$ cat src/rtl/pixel_pkg.sv
// Shared encodings and defaults for the pixel colour mapper.
// The optional auto-contrast feature is enabled with PIXEL_AGC_EN.
package pixel_pkg;
  localparam int ADC_W_DEF = 12;
  localparam int VGA_W_DEF = 6;

  typedef enum logic [1:0] {
    MODE_GRAY = 2'd0,
    MODE_RGB  = 2'd1,
    MODE_IRON = 2'd2,
    MODE_RSVD = 2'd3
  } mode_e;

  // Iron palette quadrants, selected by the top two bits of the index
  localparam logic [1:0] IRON_Q0 = 2'd0;
  localparam logic [1:0] IRON_Q1 = 2'd1;
  localparam logic [1:0] IRON_Q2 = 2'd2;
  localparam logic [1:0] IRON_Q3 = 2'd3;

  // The reserved encoding is applied as gray
  function automatic mode_e mode_map(input logic [1:0] m);
    return (m == MODE_RSVD) ? MODE_GRAY : mode_e'(m);
  endfunction
endpackage

$ cat src/rtl/frame_range_tracker.sv
// Per-frame min/max tracker producing offset (lo) and gain shift (sh).
// Only instantiated when PIXEL_AGC_EN is defined.
module frame_range_tracker #(
  parameter int ADC_W = 12,
  parameter int SH_W  = $clog2(ADC_W)
) (
  input  logic             clk,
  input  logic             rst_n,
  input  logic             frame_start,
  input  logic             strobe,
  input  logic [ADC_W-1:0] data,
  output logic [ADC_W-1:0] lo,
  output logic [SH_W-1:0]  sh
);
  logic [ADC_W-1:0] mn, mx, lo_q, rng, lo_nxt;
  logic [SH_W-1:0]  sh_q, msb, sh_nxt;
  logic             spread;

  always_comb begin
    spread = mx > mn;
    rng    = spread ? (mx - mn) : '0;
    msb    = '0;
    for (int i = 0; i < ADC_W; i++)
      if (rng[i]) msb = SH_W'(i);
    lo_nxt = spread ? mn : '0;
    sh_nxt = spread ? (SH_W'(ADC_W - 1) - msb) : '0;
  end

  // The pixel on frame_start already belongs to the new frame, so it sees the new values
  assign lo = frame_start ? lo_nxt : lo_q;
  assign sh = frame_start ? sh_nxt : sh_q;

  always_ff @(posedge clk or negedge rst_n) begin
    if (!rst_n) begin
      mn   <= '1;
      mx   <= '0;
      lo_q <= '0;
      sh_q <= '0;
    end else if (frame_start) begin
      lo_q <= lo_nxt;
      sh_q <= sh_nxt;
      mn   <= strobe ? data : '1;
      mx   <= strobe ? data : '0;
    end else if (strobe) begin
      if (data < mn) mn <= data;
      if (data > mx) mx <= data;
    end
  end
endmodule

$ cat src/rtl/pixel_colour_mapper.sv
// Two-stage registered gray / iron / RGB pixel mapper feeding the VGA DAC.
// Define PIXEL_AGC_EN for per-frame auto-contrast.
module pixel_colour_mapper
  import pixel_pkg::*;
#(
  parameter int ADC_W = ADC_W_DEF,
  parameter int VGA_W = VGA_W_DEF
) (
  input  logic             clk,
  input  logic             rst_n,
  input  logic             frame_start,
  input  logic             pix_valid_i,
  input  logic             enable,
  input  logic [1:0]       mode_i,
  input  logic [ADC_W-1:0] data_i,
  input  logic [VGA_W-1:0] red_in,
  input  logic [VGA_W-1:0] green_in,
  input  logic [VGA_W-1:0] blue_in,
  output logic [VGA_W-1:0] red_o,
  output logic [VGA_W-1:0] green_o,
  output logic [VGA_W-1:0] blue_o,
  output logic             pix_valid_o,
  output logic             enable_o,
  output logic [1:0]       mode_o
);
  localparam int NW     = VGA_W + 2;
  localparam int SH_W   = $clog2(ADC_W);
  localparam int STAGES = 2;

  typedef struct packed {
    logic [NW-1:0]    n;
    mode_e            mode;
    logic [VGA_W-1:0] r, g, b;
  } s1_t;

  mode_e              mode_q, mode_nxt;
  logic [ADC_W-1:0]   lo, diff;
  logic [SH_W-1:0]    sh;
  logic [ADC_W+NW-1:0] top;
  logic [NW-1:0]      n;
  logic [STAGES:1]    vld_pipe, en_pipe;
  s1_t                s1;
  logic [VGA_W-1:0]   cr, cg, cb, f;

`ifdef PIXEL_AGC_EN
  frame_range_tracker #(.ADC_W(ADC_W), .SH_W(SH_W)) u_trk (
    .clk(clk), .rst_n(rst_n), .frame_start(frame_start),
    .strobe(pix_valid_i & enable), .data(data_i), .lo(lo), .sh(sh)
  );
`else
  assign lo = '0;
  assign sh = '0;
`endif

  assign mode_nxt = frame_start ? mode_map(mode_i) : mode_q;

  // Shift wide enough that nothing is lost; any bit above ADC_W means saturate
  always_comb begin
    diff = (data_i >= lo) ? (data_i - lo) : '0;
    top  = (ADC_W+NW)'(({{ADC_W{1'b0}}, diff} << sh) >> (ADC_W - NW));
    n    = (|top[ADC_W+NW-1:NW]) ? '1 : top[NW-1:0];
  end

  always_ff @(posedge clk or negedge rst_n) begin
    if (!rst_n) begin
      mode_q   <= MODE_GRAY;
      s1       <= '0;
      vld_pipe <= '0;
      en_pipe  <= '0;
    end else begin
      mode_q   <= mode_nxt;
      s1       <= '{n: n, mode: mode_nxt, r: red_in, g: green_in, b: blue_in};
      vld_pipe <= {vld_pipe[STAGES-1:1], pix_valid_i};
      en_pipe  <= {en_pipe[STAGES-1:1], enable};
    end
  end

  always_comb begin
    f  = s1.n[VGA_W-1:0];
    cr = s1.n[NW-1:2];
    cg = s1.n[NW-1:2];
    cb = s1.n[NW-1:2];
    case (s1.mode)
      MODE_RGB: begin
        cr = s1.r; cg = s1.g; cb = s1.b;
      end
      MODE_IRON: begin
        case (s1.n[NW-1 -: 2])
          IRON_Q0: begin cr = '0; cg = '0; cb = f;  end
          IRON_Q1: begin cr = f;  cg = '0; cb = '1; end
          IRON_Q2: begin cr = '1; cg = f;  cb = ~f; end
          IRON_Q3: begin cr = '1; cg = '1; cb = f;  end
          default: ;
        endcase
      end
      default: ;
    endcase
  end

  always_ff @(posedge clk or negedge rst_n) begin
    if (!rst_n) begin
      red_o   <= '0;
      green_o <= '0;
      blue_o  <= '0;
    end else if (vld_pipe[1] && en_pipe[1]) begin
      red_o   <= cr;
      green_o <= cg;
      blue_o  <= cb;
    end else begin
      red_o   <= '0;
      green_o <= '0;
      blue_o  <= '0;
    end
  end

  assign pix_valid_o = vld_pipe[STAGES];
  assign enable_o    = en_pipe[STAGES];
  assign mode_o      = mode_q;
endmodule

$ cat config.mk
export PLATFORM = sky130hd
export DESIGN_NAME = pixel_colour_mapper
export DESIGN_NICKNAME = d
export VERILOG_FILES = /design/src/rtl/pixel_pkg.sv /design/src/rtl/frame_range_tracker.sv /design/src/rtl/pixel_colour_mapper.sv
export SDC_FILE = /design/constraint.sdc
export NUM_CORES = 1
export LEC_CHECK = 0
export BUFFER_PORTS_ARGS = -buffer_cell sky130_fd_sc_hd__buf_2
export CORE_MARGIN = 2
export CORE_UTILIZATION = 45
export CTS_CLUSTER_DIAMETER = 60
export DETAILED_ROUTE_END_ITERATION = 16
export PLACE_DENSITY = 0.74
export SLEW_MARGIN = 10
export SYNTH_ARGS = -nofsm -noshare
export SYNTH_HDL_FRONTEND = slang
export SYNTH_HIERARCHICAL = 1
export SYNTH_SLANG_ARGS = --single-unit
$ cat constraint.sdc
create_clock -name clk -period 1.4 [get_ports clk]
set_input_delay 0.21 -clock clk [delete_from_list [all_inputs] [get_ports clk]]
set_output_delay 0.21 -clock clk [all_outputs]
set_load 0.05 [all_outputs]
==> results by group, run 1 <==
Global route
  • Gr busiest metal: met2
  • Overflow after GRT: 0
  • Global-route met3 utilization: 7.12%
  • Grt met1 use: 24.0%
  • Initial antenna violation count: 0
  • Gr usage total: 19.5%
  • First-pass GRT wire length: 7.07 mm
  • Largest net degree at the start of global routing: 51
  • Vias in the first global route: 1,471
  • Met2 Usage GRT: 31.2%

Critical path
  • Critical path origin: s1[27]$_DFF_PN0_
  • WP data arrival: 1.59 ns
  • Crit path max-delay cell type: dfrtp_1
  • Worst-path fanout max: 13
  • Critical path required time: 1.59 ns
  • Element type at the critical path end: register
  • Critical setup path kind: reg2reg
  • Buffer and inverter count on the worst path: 1
  • Worst-path cell chain: buf_4 -> ha_4 -> nor2b_1 -> o31ai_1 -> a21oi_1
  • Setup crit start kind: register
  • Family with the most delay on the worst path: flip-flops
  • Max stage delay on crit path: 0.43 ns
  • R2r startpoint: s1[27]$_DFF_PN0_

CTS
  • CTS max path bufs: 2
  • H-tree depth: 2
  • # clock sinks: 50
  • Skew-Pair Late Insertion Delay: 0.31 ns
  • Root buf cell: clkbuf_8
  • CTS tree: yes
  • Num CTS Buffers: 5
  • Clock transition at path regs: 0.09 ns

Power and ir drop
  • Comb pwr share: 19.8%
  • Largest vdd supply drop: 0.749 mV
  • Static leakage: 1.33 nW
  • NetSw: 0.000900 W
  • Cell Int Power: 0.00228 W
  • Clk pwr share: 30.9%
  • Power per Cell Area: 1170 nW/um^2
  • Sw Ratio: 28.3%
  • Flop pwr share: 49.3%

Hold path
  • Min-delay worst type: in2reg
  • Min-Delay Startpoint: green_in[0]

STA
  • Final Setup Violations: 0
  • Slew HR: 76.1%
  • Setup_tns: 0 ns
  • Tcrit/Tclk final: 99.9%
  • Worst-margin pin slew: 0.358 ns
  • Count of pins over their slew limit: 0
  • RSZ-0062 raised after global routing: yes
  • Clk_skew: 0.00779 ns
  • Achievable clock frequency: 715 MHz
  • Fin. Hold Viols: 0
  • Hold slack final: 0.00970 ns
  • Fin crit period: 1.40 ns

Die
  • DIE AREA: 4820 um^2
  • Core area: 4060 um^2
  • Row cnt: 23
  • Die Wd: 69.5 um
  • Die Y: 69.5 um
  • Initial Utilization: 47.5%
  • IO Pins: 59

Layout
  • Most frequent cells in the layout: 54 x buf_2, 49 x dfrtp_1, 35 x a21oi_1
  • Fin area: 2720 um^2
  • Commonest non-fill, non-tap cell in the layout: buf_2
  • Layout cells sized above 1: 35.3%
  • N_diodes: 0
  • Final nets: 293
  • Syn-to-layout area delta: 40.8%
  • # fillers: 304

Placed design
  • Hpwl dp: 2.80 mm
  • Cell Area, Placed: 2270 um^2
  • Final RePlAce weighted congestion: 0.892
  • IO Port Bufs: 54

Logic synthesis
  • Synth Net Count: 206
  • Synth unique cells: 18
  • Synthesized cell area: 1930 um^2
  • Ys Warns: 6
  • Avg Inst Size Synth: 11.9 um^2
  • #FFs+latches synth: 50
  • Seq/Total Area, Yosys: 64.9%
  • Gate Count Post-Synth: 162

Detailed routing
  • Pre-Repair DR Iteration Count: 4
  • Vias per cell: 5.10
  • Post-route ant nets: 0
  • DR WL/cell: 14.7 um
  • Post-Route WL: 4.39 mm
  • Initial DRC count: 124
  • Remaining DRCs: 0
  • Routed vias: 1,524

Status
  • Status: complete, no violations

Run
  • Max-cap violation count: 0
[power by group through the flow]
stage | Sequential [W] | Clock [W] | Combinational [W]
6_report | 0.00157 | 0.000984 | 0.000629
5_1_grt | 0.00158 | 0.00108 | 0.000681
4_1_cts | 0.00157 | 0.00101 | 0.000591
3_5_place_dp | 0.00159 | 0 | 0.000540
3_3_place_gp | 0.00159 | 0 | 0.000526
2_1_floorplan | 0.00174 | 0 | 0.000213
[Yosys cell counts (all sizes together)]
cell type  instances  share of area [%]
a21o               6                2.3
nor2               1               0.19
and3               6                1.9
nand2b             1               0.32
and2               1               0.32
nand2              6                1.2
a21oi             36                9.3
inv                5               0.97
ha                 7                4.5
nand3b             2               0.78
o21ai             14                3.6
dfrtp             50                 65
o31ai              6                2.3
buf                9                3.3
nor2b             12                3.9
[layer usage]
layer  vias up  share of wire (%)  wire length [um]
li1        723                  -                 -
met1       733                 42              1850
met2        57                 50              2180
met3        11                6.2               274
met4         0                2.1                93
met5         -                  0                 0
[registers in the layout, summed over array words and instances (netlist names)]
name,count
s1,22
f,6
green_o,6
red_o,6
en_pipe,2
blue_o,6
vld_pipe,2
[cell families (layout without fill, tap and decap cells)]
logic type	Yosys count	count (layout)	synth area share, %
AOI/OAI and AO/OA	62	62	17.7
adders and majority gates	7	7	4.54
buffers and inverters	14	101	4.28
DFF	50	50	64.9
and+or+nand+nor	29	29	8.63
[final timing paths]
check / endpoint / slack (ns) / depth (start not counted)
worst min register to register: en_pipe[2]$_DFF_PN0_ / 0.38 / 0
max in group asynchronous: green_o[0]$_DFF_PN0_ / 0.76 / 3
min in group asynchronous: s1[4]$_DFF_PN0_ / 0.41 / 3
worst max register to register: blue_o[1]$_DFF_PN0_ / 0.002 / 5
worst min-delay path: s1[6]$_DFF_PN0_ / 0.01 / 1
worst max-delay path: blue_o[1]$_DFF_PN0_ / 0.002 / 5
[timing repair]
item,in CTS,in global routing
gates resized for setup,8,21
pin swaps,2,3
endpoints found under the hold margin,63,10
setup endpoints to repair,18,18
hold buffers,14,10
buffers inserted,3,0
[layout make-up]
cell class	count	area, um^2	area share (%)
clock inverters	2	38.8	1.43
multi-input cells	98	666	24.5
well taps	50	62.6	2.30
clock buffers	5	68.8	2.53
inverters	5	21.3	0.783
repair buffers	89	606	22.3
flip-flops and latches	50	1250	46.1
[per-stage QoR]
stage / utilization (%) / std cells / worst slack, ns / total power [W]
after floorplan: - / 162 / 0.0979 / 0.00195
after detailed placement: 55.9 / 265 / -0.134 / 0.00213
final: 66.9 / 299 / 0.00181 / 0.00318
after global placement: 55.9 / 265 / -0.0718 / 0.00212
after global routing: 66.9 / 299 / -0.0715 / 0.00334
after CTS: 63.5 / 289 / -0.0173 / 0.00316
Power figures use the tool's default switching activity.
==> run 2, diff against run 1 <==
--- a/config.mk
+++ b/config.mk
@@ -10,7 +10,7 @@
 export CORE_UTILIZATION = 45
 export CTS_CLUSTER_DIAMETER = 60
 export DETAILED_ROUTE_END_ITERATION = 16
-export PLACE_DENSITY = 0.74
+export PLACE_DENSITY = 0.82
 export SLEW_MARGIN = 10
 export SYNTH_ARGS = -nofsm -noshare
 export SYNTH_HDL_FRONTEND = slang
==> run 2 against run 1 <==
Design area hardly changed. Register-to-register slack better by 0.03 ns. Via count fell by 1.9%. Wire length fell by 3.8%. Sequential power about the same. First-iteration DRC count is 49% lower. Hold slack hardly changed. Combinational power rose by 3.8%. Global-route usage is 1.5 points lower. Critical path type unchanged.
==> results by group, run 2 (same netlist as run 1, synthesis figures left out) <==
STA
  • Worst-margin pin slew: 0.353 ns (-0.00507 ns)
  • Clk_skew: 0.00442 ns (-0.00337 ns)
  • Fin. Hold Viols: 0 (unchanged)
  • PnR worst setup slack: 0.0310 ns (+0.0292 ns)
  • Final Setup Violations: 0 (unchanged)
  • Achievable clock frequency: 730 MHz (+2.1%)
  • Fin crit period: 1.37 ns (-0.0292 ns)
  • Tcrit/Tclk final: 97.8% (-2.1 points)
  • Count of pins over their slew limit: 0 (unchanged)
  • Slew HR: 76.5% (+0.34 points)

Die
  • DIE AREA: 4820 um^2 (unchanged)
  • Initial Utilization: 47.5% (unchanged)
  • Core area: 4060 um^2 (unchanged)
  • Die Wd: 69.5 um (unchanged)
  • Row cnt: 23 (unchanged)
  • Die Y: 69.5 um (unchanged)
  • IO Pins: 59 (unchanged)

CTS
  • Num CTS Buffers: 5 (unchanged)
  • CTS tree: yes
  • Skew-Pair Late Insertion Delay: 0.30 ns (about the same)
  • Clock transition at path regs: 0.08 ns (about the same)
  • # clock sinks: 50 (unchanged)
  • CTS max path bufs: 2 (unchanged)
  • Root buf cell: clkbuf_8
  • H-tree depth: 2 (unchanged)

Global route
  • Vias in the first global route: 1,449 (-1.5%)
  • Gr usage total: 18.0% (-1.5 points)
  • Largest net degree at the start of global routing: 51 (unchanged)
  • Initial antenna violation count: 0 (unchanged)
  • Overflow after GRT: 0 (unchanged)
  • First-pass GRT wire length: 6.64 mm (-6.1%)

Placed design
  • IO Port Bufs: 54 (unchanged)
  • Final RePlAce weighted congestion: 0.851 (-4.6%)
  • DP Worst Slack: -0.0712 ns (+0.0632 ns)
  • Placed Cells: 266 (+0.38%)
  • Hpwl dp: 2.76 mm (-1.2%)

Critical path
  • Worst-path fanout max: 6 (-7)
  • Critical path required time: 1.59 ns (about the same)
  • R2R setup slack: 0.03 ns (+0.03 ns)
  • Max stage delay on crit path: 0.45 ns (+0.02 ns)
  • Crit path max-delay cell type: dfrtp_2
  • Element type at the critical path end: register
  • WP data arrival: 1.56 ns (-0.03 ns)
  • Critical setup path kind: reg2reg
  • Setup crit start kind: register
  • Worst-path cell chain: ha_4 -> buf_2 -> nor2b_1 -> o31ai_1 -> a21oi_1

Layout
  • Syn-to-layout area delta: 40.9% (about the same)
  • Biggest register: s1
  • Final nets: 289 (-1.4%)
  • Most frequent cells in the layout: 55 x buf_2, 49 x dfrtp_1, 34 x a21oi_1
  • Layout cells sized above 1: 37.4% (+2.1 points)
  • Non-Filler Instances: 296 (-1.0%)
  • Max FFs per register: 22 (unchanged)
  • N_diodes: 0 (unchanged)
  • Commonest non-fill, non-tap cell in the layout: buf_2

Power and ir drop
  • Largest vdd supply drop: 0.759 mV (+1.4%)
  • Power per Cell Area: 1180 nW/um^2 (+0.67%)
  • Static leakage: 1.32 nW (-0.39%)

Status
  • Status: complete, no violations

Detailed routing
  • Post-Route WL: 4.22 mm (-3.8%)
  • Routed vias: 1,495 (-1.9%)
  • Vias per cell: 5.05 (-0.91%)
  • DR WL/cell: 14.3 um (-2.9%)
  • Post-route ant nets: 0 (unchanged)
  • Initial DRC count: 63 (-49%)
  • Pre-Repair DR Iteration Count: 6 (+2)
  • Remaining DRCs: 0 (unchanged)

Hold path
  • Min-delay worst type: in2reg

Run
  • Max-cap violation count: 0 (unchanged)
[run 2: path summary, 6_finish.rpt]
check,from,end,depth (start not counted)
worst min-delay path,green_in[2],s1[8]$_DFF_PN0_,1
worst min register to register,en_pipe[1]$_DFF_PN0_,en_pipe[2]$_DFF_PN0_,0
worst max-delay path,s1[27]$_DFF_PN0_,blue_o[5]$_DFF_PN0_,5
min in group asynchronous,rst_n,s1[1]$_DFF_PN0_,3
max in group asynchronous,rst_n,s1[27]$_DFF_PN0_,3
worst max register to register,s1[27]$_DFF_PN0_,blue_o[5]$_DFF_PN0_,5
[run 2: critical path: cells and delay by family, from the launching register on]
family	cells	cell delay [ns]
AOI/OAI and AO/OA	2	0.34
adders and majority gates	1	0.18
buffers and inverters	1	0.15
DFF	1	0.45
and+or+nand+nor	1	0.13
[run 2: final cells by class]
class | instances | area (um^2)
Timing Repair Buffer | 85 | 577
Fill cell | 305 | 1340
Tap cell | 50 | 62.6
Multi-Input combinational cell | 98 | 694
Sequential cell | 50 | 1250
Inverter | 5 | 21.3
Clock buffer | 6 | 72.6
Clock inverter | 2 | 37.5
[run 2: layer usage]
layer	routed length [um]	share of wire [%]	vias up	GRT usage [%]
li1	-	-	720	-
met1	1680	40	714	21.0
met2	2200	52	50	29.9
met3	226	5.4	11	5.09
met4	115	2.7	0	10.0
met5	0	0	-	0
[run 2: power by group]
group / internal (W) / leakage [nW] / switching (W)
Clock: 0.000533 / 0.0514 / 0.000452
Sequential: 0.00153 / 0.617 / 0.0000397
Combinational: 0.000243 / 0.653 / 0.000410
[run 2: what timing repair did]
item / in CTS / in global routing
setup endpoints to repair: 18 / 18
endpoints found under the hold margin: 60 / 8
gates resized for setup: 8 / 26
cloned: 0 / 1
pin swaps: 2 / 4
buffers inserted: 0 / 2
hold buffers: 11 / 8
[run 2: stage by stage]
step | power (W) | hold slack [ns] | area (um^2) | utilization (%) | TNS [ns]
6_report | 0.00321 | 0.0102 | 2720 | 67.0 | 0
3_3_place_gp | 0.00212 | 0.209 | 2280 | 56.1 | -0.0177
5_1_grt | 0.00337 | -0.000204 | 2720 | 67.0 | -0.00271
2_1_floorplan | 0.00195 | -0.0856 | 1930 | - | 0
3_5_place_dp | 0.00213 | 0.212 | 2280 | 56.1 | -0.623
4_1_cts | 0.00315 | 0.000868 | 2520 | 62.1 | 0
==> run 3, diff against run 2 <==
--- a/config.mk
+++ b/config.mk
@@ -5,6 +5,7 @@
 export SDC_FILE = /design/constraint.sdc
 export NUM_CORES = 1
 export LEC_CHECK = 0
+export ABC_AREA = 1
 export BUFFER_PORTS_ARGS = -buffer_cell sky130_fd_sc_hd__buf_2
 export CORE_MARGIN = 2
 export CORE_UTILIZATION = 45
==> run 3 against run 2 <==
Global-route usage shrank 0.55 points. Largest power group unchanged. Highest routed layer unchanged. Critical endpoint is now red_o[4]$_DFF_PN0_. Via count grew 0.20%. Die area grew 1.8%. First-iteration DRC count grew 21%.
==> results by group, run 3 <==
Layout
  • Fin area: 2440 um^2 (-10%)
  • Syn-to-layout area delta: 24.1%
  • Max FFs per register: 22 (unchanged)
  • Biggest register: s1
  • Commonest non-fill, non-tap cell in the layout: buf_2
  • Layout cells sized above 1: 34.1% (-3.3 points)
  • Most frequent cells in the layout: 54 x buf_2, 50 x dfrtp_1, 42 x nand2_1
  • Final nets: 290 (+0.35%)
  • # fillers: 374 (+23%)
  • N_diodes: 0 (unchanged)

Detailed routing
  • Vias per cell: 5.03 (-0.47%)
  • Post-Route WL: 3.90 mm (-7.7%)
  • Routed vias: 1,498 (+0.20%)
  • Post-route ant nets: 0 (unchanged)
  • DR WL/cell: 13.1 um (-8.4%)
  • Pre-Repair DR Iteration Count: 4 (-2)
  • Initial DRC count: 76 (+21%)
  • Remaining DRCs: 0 (unchanged)

STA
  • Tcrit/Tclk final: 96.9% (-0.93 points)
  • RSZ-0062 raised after global routing: yes
  • Final Setup Violations: 0 (unchanged)
  • Clk_skew: 0.00376 ns (-0.000658 ns)
  • PnR worst setup slack: 0.0441 ns (+0.0130 ns)
  • Count of pins over their slew limit: 0 (unchanged)
  • Achievable clock frequency: 738 MHz (+0.96%)
  • Worst-margin pin slew: 0.342 ns (-0.0111 ns)
  • Slew HR: 77.2% (+0.74 points)
  • Setup_tns: 0 ns (unchanged)
  • Fin. Hold Viols: 0 (unchanged)
  • Fin crit period: 1.36 ns (-0.0130 ns)

Die
  • Initial Utilization: 45.8% (-1.7 points)
  • Core area: 4290 um^2 (+5.8%)
  • DIE AREA: 4910 um^2 (+1.8%)
  • Row cnt: 24 (+4.3%)
  • Die Wd: 70.1 um (+0.91%)
  • Die Y: 70.1 um (+0.91%)
  • IO Pins: 59 (unchanged)

Logic synthesis
  • Commonest cells in the netlist: 50 x dfrtp_1, 44 x nand2_1, 34 x a21oi_1, 16 x inv_1, 14 x o21ai_0
  • Gate Count Post-Synth: 186 (+15%)
  • Async S/R FF share, synth: 100% (unchanged)
  • Seq/Total Area, Yosys: 63.7% (-1.2 points)
  • Synthesized cell area: 1970 um^2 (+1.9%)
  • Dominant synthesized flop cell: dfrtp_1
  • Top cells by area, synth: dfrtp_1 64%, a21oi_1 8.7%, nand2_1 8.4%
  • Synth unique cells: 15 (-3)
  • Ys Warns: 6 (unchanged)
  • #FFs+latches synth: 50 (unchanged)
  • Yosys top cell by area: dfrtp_1
  • Most frequent cell after synthesis: dfrtp_1
  • Synth top area share: 63.7% (-1.2 points)
  • Avg Inst Size Synth: 10.6 um^2 (-11%)
  • Synth Net Count: 230 (+12%)
  • Number of synthesized flops with an enable pin: 0 (unchanged)

Power and ir drop
  • Static leakage: 1.25 nW (-5.2%)
  • Largest vdd supply drop: 0.763 mV (+0.51%)
  • Flop pwr share: 53.2% (+4.3 points)
  • Total power: 0.00293 W (-8.6%)
  • Power per Cell Area: 1200 nW/um^2 (+1.9%)
  • Cell Int Power: 0.00206 W (-11%)
  • Sw Ratio: 29.8% (+1.7 points)
  • Comb pwr share: 20.7% (+0.3 points)
  • Clk pwr share: 26.1% (-4.6 points)
  • NetSw: 0.000873 W (-3.2%)

CTS
  • Skew-Pair Late Insertion Delay: 0.30 ns (about the same)
  • Clock transition at path regs: 0.08 ns (about the same)
  • CTS max path bufs: 2 (unchanged)
  • Num CTS Buffers: 5 (unchanged)
  • # clock sinks: 50 (unchanged)
  • Root buf cell: clkbuf_8
  • H-tree depth: 2 (unchanged)
  • CTS tree: yes

Global route
  • Initial antenna violation count: 0 (unchanged)
  • First-pass GRT wire length: 6.50 mm (-2.2%)
  • Largest net degree at the start of global routing: 51 (unchanged)
  • Overflow after GRT: 0 (unchanged)
  • Vias in the first global route: 1,499 (+3.5%)
  • Gr usage total: 17.5% (-0.55 points)

Status
  • Status: complete, no violations

Critical path
  • Worst-path fanout max: 7 (+1)
  • Critical setup path kind: reg2reg
  • Critical path required time: 1.59 ns (about the same)
  • WP data arrival: 1.55 ns (about the same)
  • Setup crit start kind: register
  • Element type at the critical path end: register

Placed design
  • DP Worst Slack: -0.0673 ns (+0.00394 ns)
  • Hpwl dp: 2.77 mm (about the same)
  • Cell Area, Placed: 2300 um^2 (+0.88%)
  • IO Port Bufs: 54 (unchanged)
  • Final RePlAce weighted congestion: 0.927 (+8.9%)

Run
  • Max-cap violation count: 0 (unchanged)

Hold path
  • Min-delay worst type: in2reg
run 3: cell types whose count changed in the layout (fill, tap and decap cells not counted), moves of 7 or more:
| cell | change |
|---|---|
| nand2_1 | +36 |
| nand3_1 | +7 |
| dlygate4sd3_1 | -18 |
| nor2b_1 | -11 |
| inv_1 | +12 |
| o21ai_0 | +7 |
run 3: power groups by stage:
stage / combinational [W] / sequential, W / clock, W
after floorplan: 0.000253 / 0.00173 / 0
after detailed placement: 0.000579 / 0.00159 / 0
after global placement: 0.000564 / 0.00159 / 0
after global routing: 0.000662 / 0.00157 / 0.000831
final: 0.000606 / 0.00156 / 0.000766
after CTS: 0.000587 / 0.00156 / 0.000799
run 3: cells by family after synthesis:
kind of cell / Yosys count / share of synthesized area (%)
AND/OR/NAND/NOR: 55 / 12.5
AO/OA/AOI/OAI: 50 / 13.1
flip-flops: 50 / 63.7
buffers and inverters: 24 / 6.24
adder cells (fa/ha/maj): 7 / 4.46
run 3: critical path: stages, from the launching register on:
cell	delay [ns]
dfrtp_1	0.39
buf_4	0.14
ha_2	0.20
nor2_4	0.23
o21ai_0	0.14
nand2_1	0.10
a21oi_2	0.05
run 3: cell type report:
type	instances	area (um^2)	share of cell area, %
Inverter	17	63.8	2.62
Tap cell	52	65.1	2.67
Clock buffer	7	76.3	3.13
Sequential cell	50	1250	51.3
Timing Repair Buffer	60	343	14.1
Multi-Input combinational cell	112	639	26.2
run 3: final timing paths:
path | from | end | slack, ns | cells after the start
max in group asynchronous | rst_n | f[2]$_DFF_PN0_ | 0.76 | 3
max reg2reg | s1[26]$_DFF_PN0_ | red_o[4]$_DFF_PN0_ | 0.04 | 6
min in group asynchronous | rst_n | red_o[4]$_DFF_PN0_ | 0.42 | 3
min | blue_in[4] | s1[4]$_DFF_PN0_ | 0.01 | 1
max | s1[26]$_DFF_PN0_ | red_o[4]$_DFF_PN0_ | 0.04 | 6
min reg2reg | en_pipe[1]$_DFF_PN0_ | en_pipe[2]$_DFF_PN0_ | 0.38 | 0
run 3: what timing repair did:
action,CTS,global route
hold buffers,1,0
pin swaps,0,1
setup endpoints to repair,18,16
buffers inserted,0,1
resized for setup,4,11
hold endpoints to repair,50,0
run 3: routing by layer:
layer / track usage (%) / routed length, um / vias to the layer above
met5: 0 / 0 / -
met4: 10.3 / 108 / 0
met3: 4.47 / 256 / 10
met2: 28.8 / 2030 / 58
met1: 20.6 / 1500 / 716
li1: - / - / 714
run 3: through the flow:
step | util [%] | instances | hold WS (ns)
floorplan | - | 186 | -0.0856
CTS | 55.8 | 297 | 0.00133
global route | 56.8 | 298 | 0.00121
finish | 56.8 | 298 | 0.0116
global placement | 53.5 | 289 | 0.210
detailed placement | 53.5 | 289 | 0.215
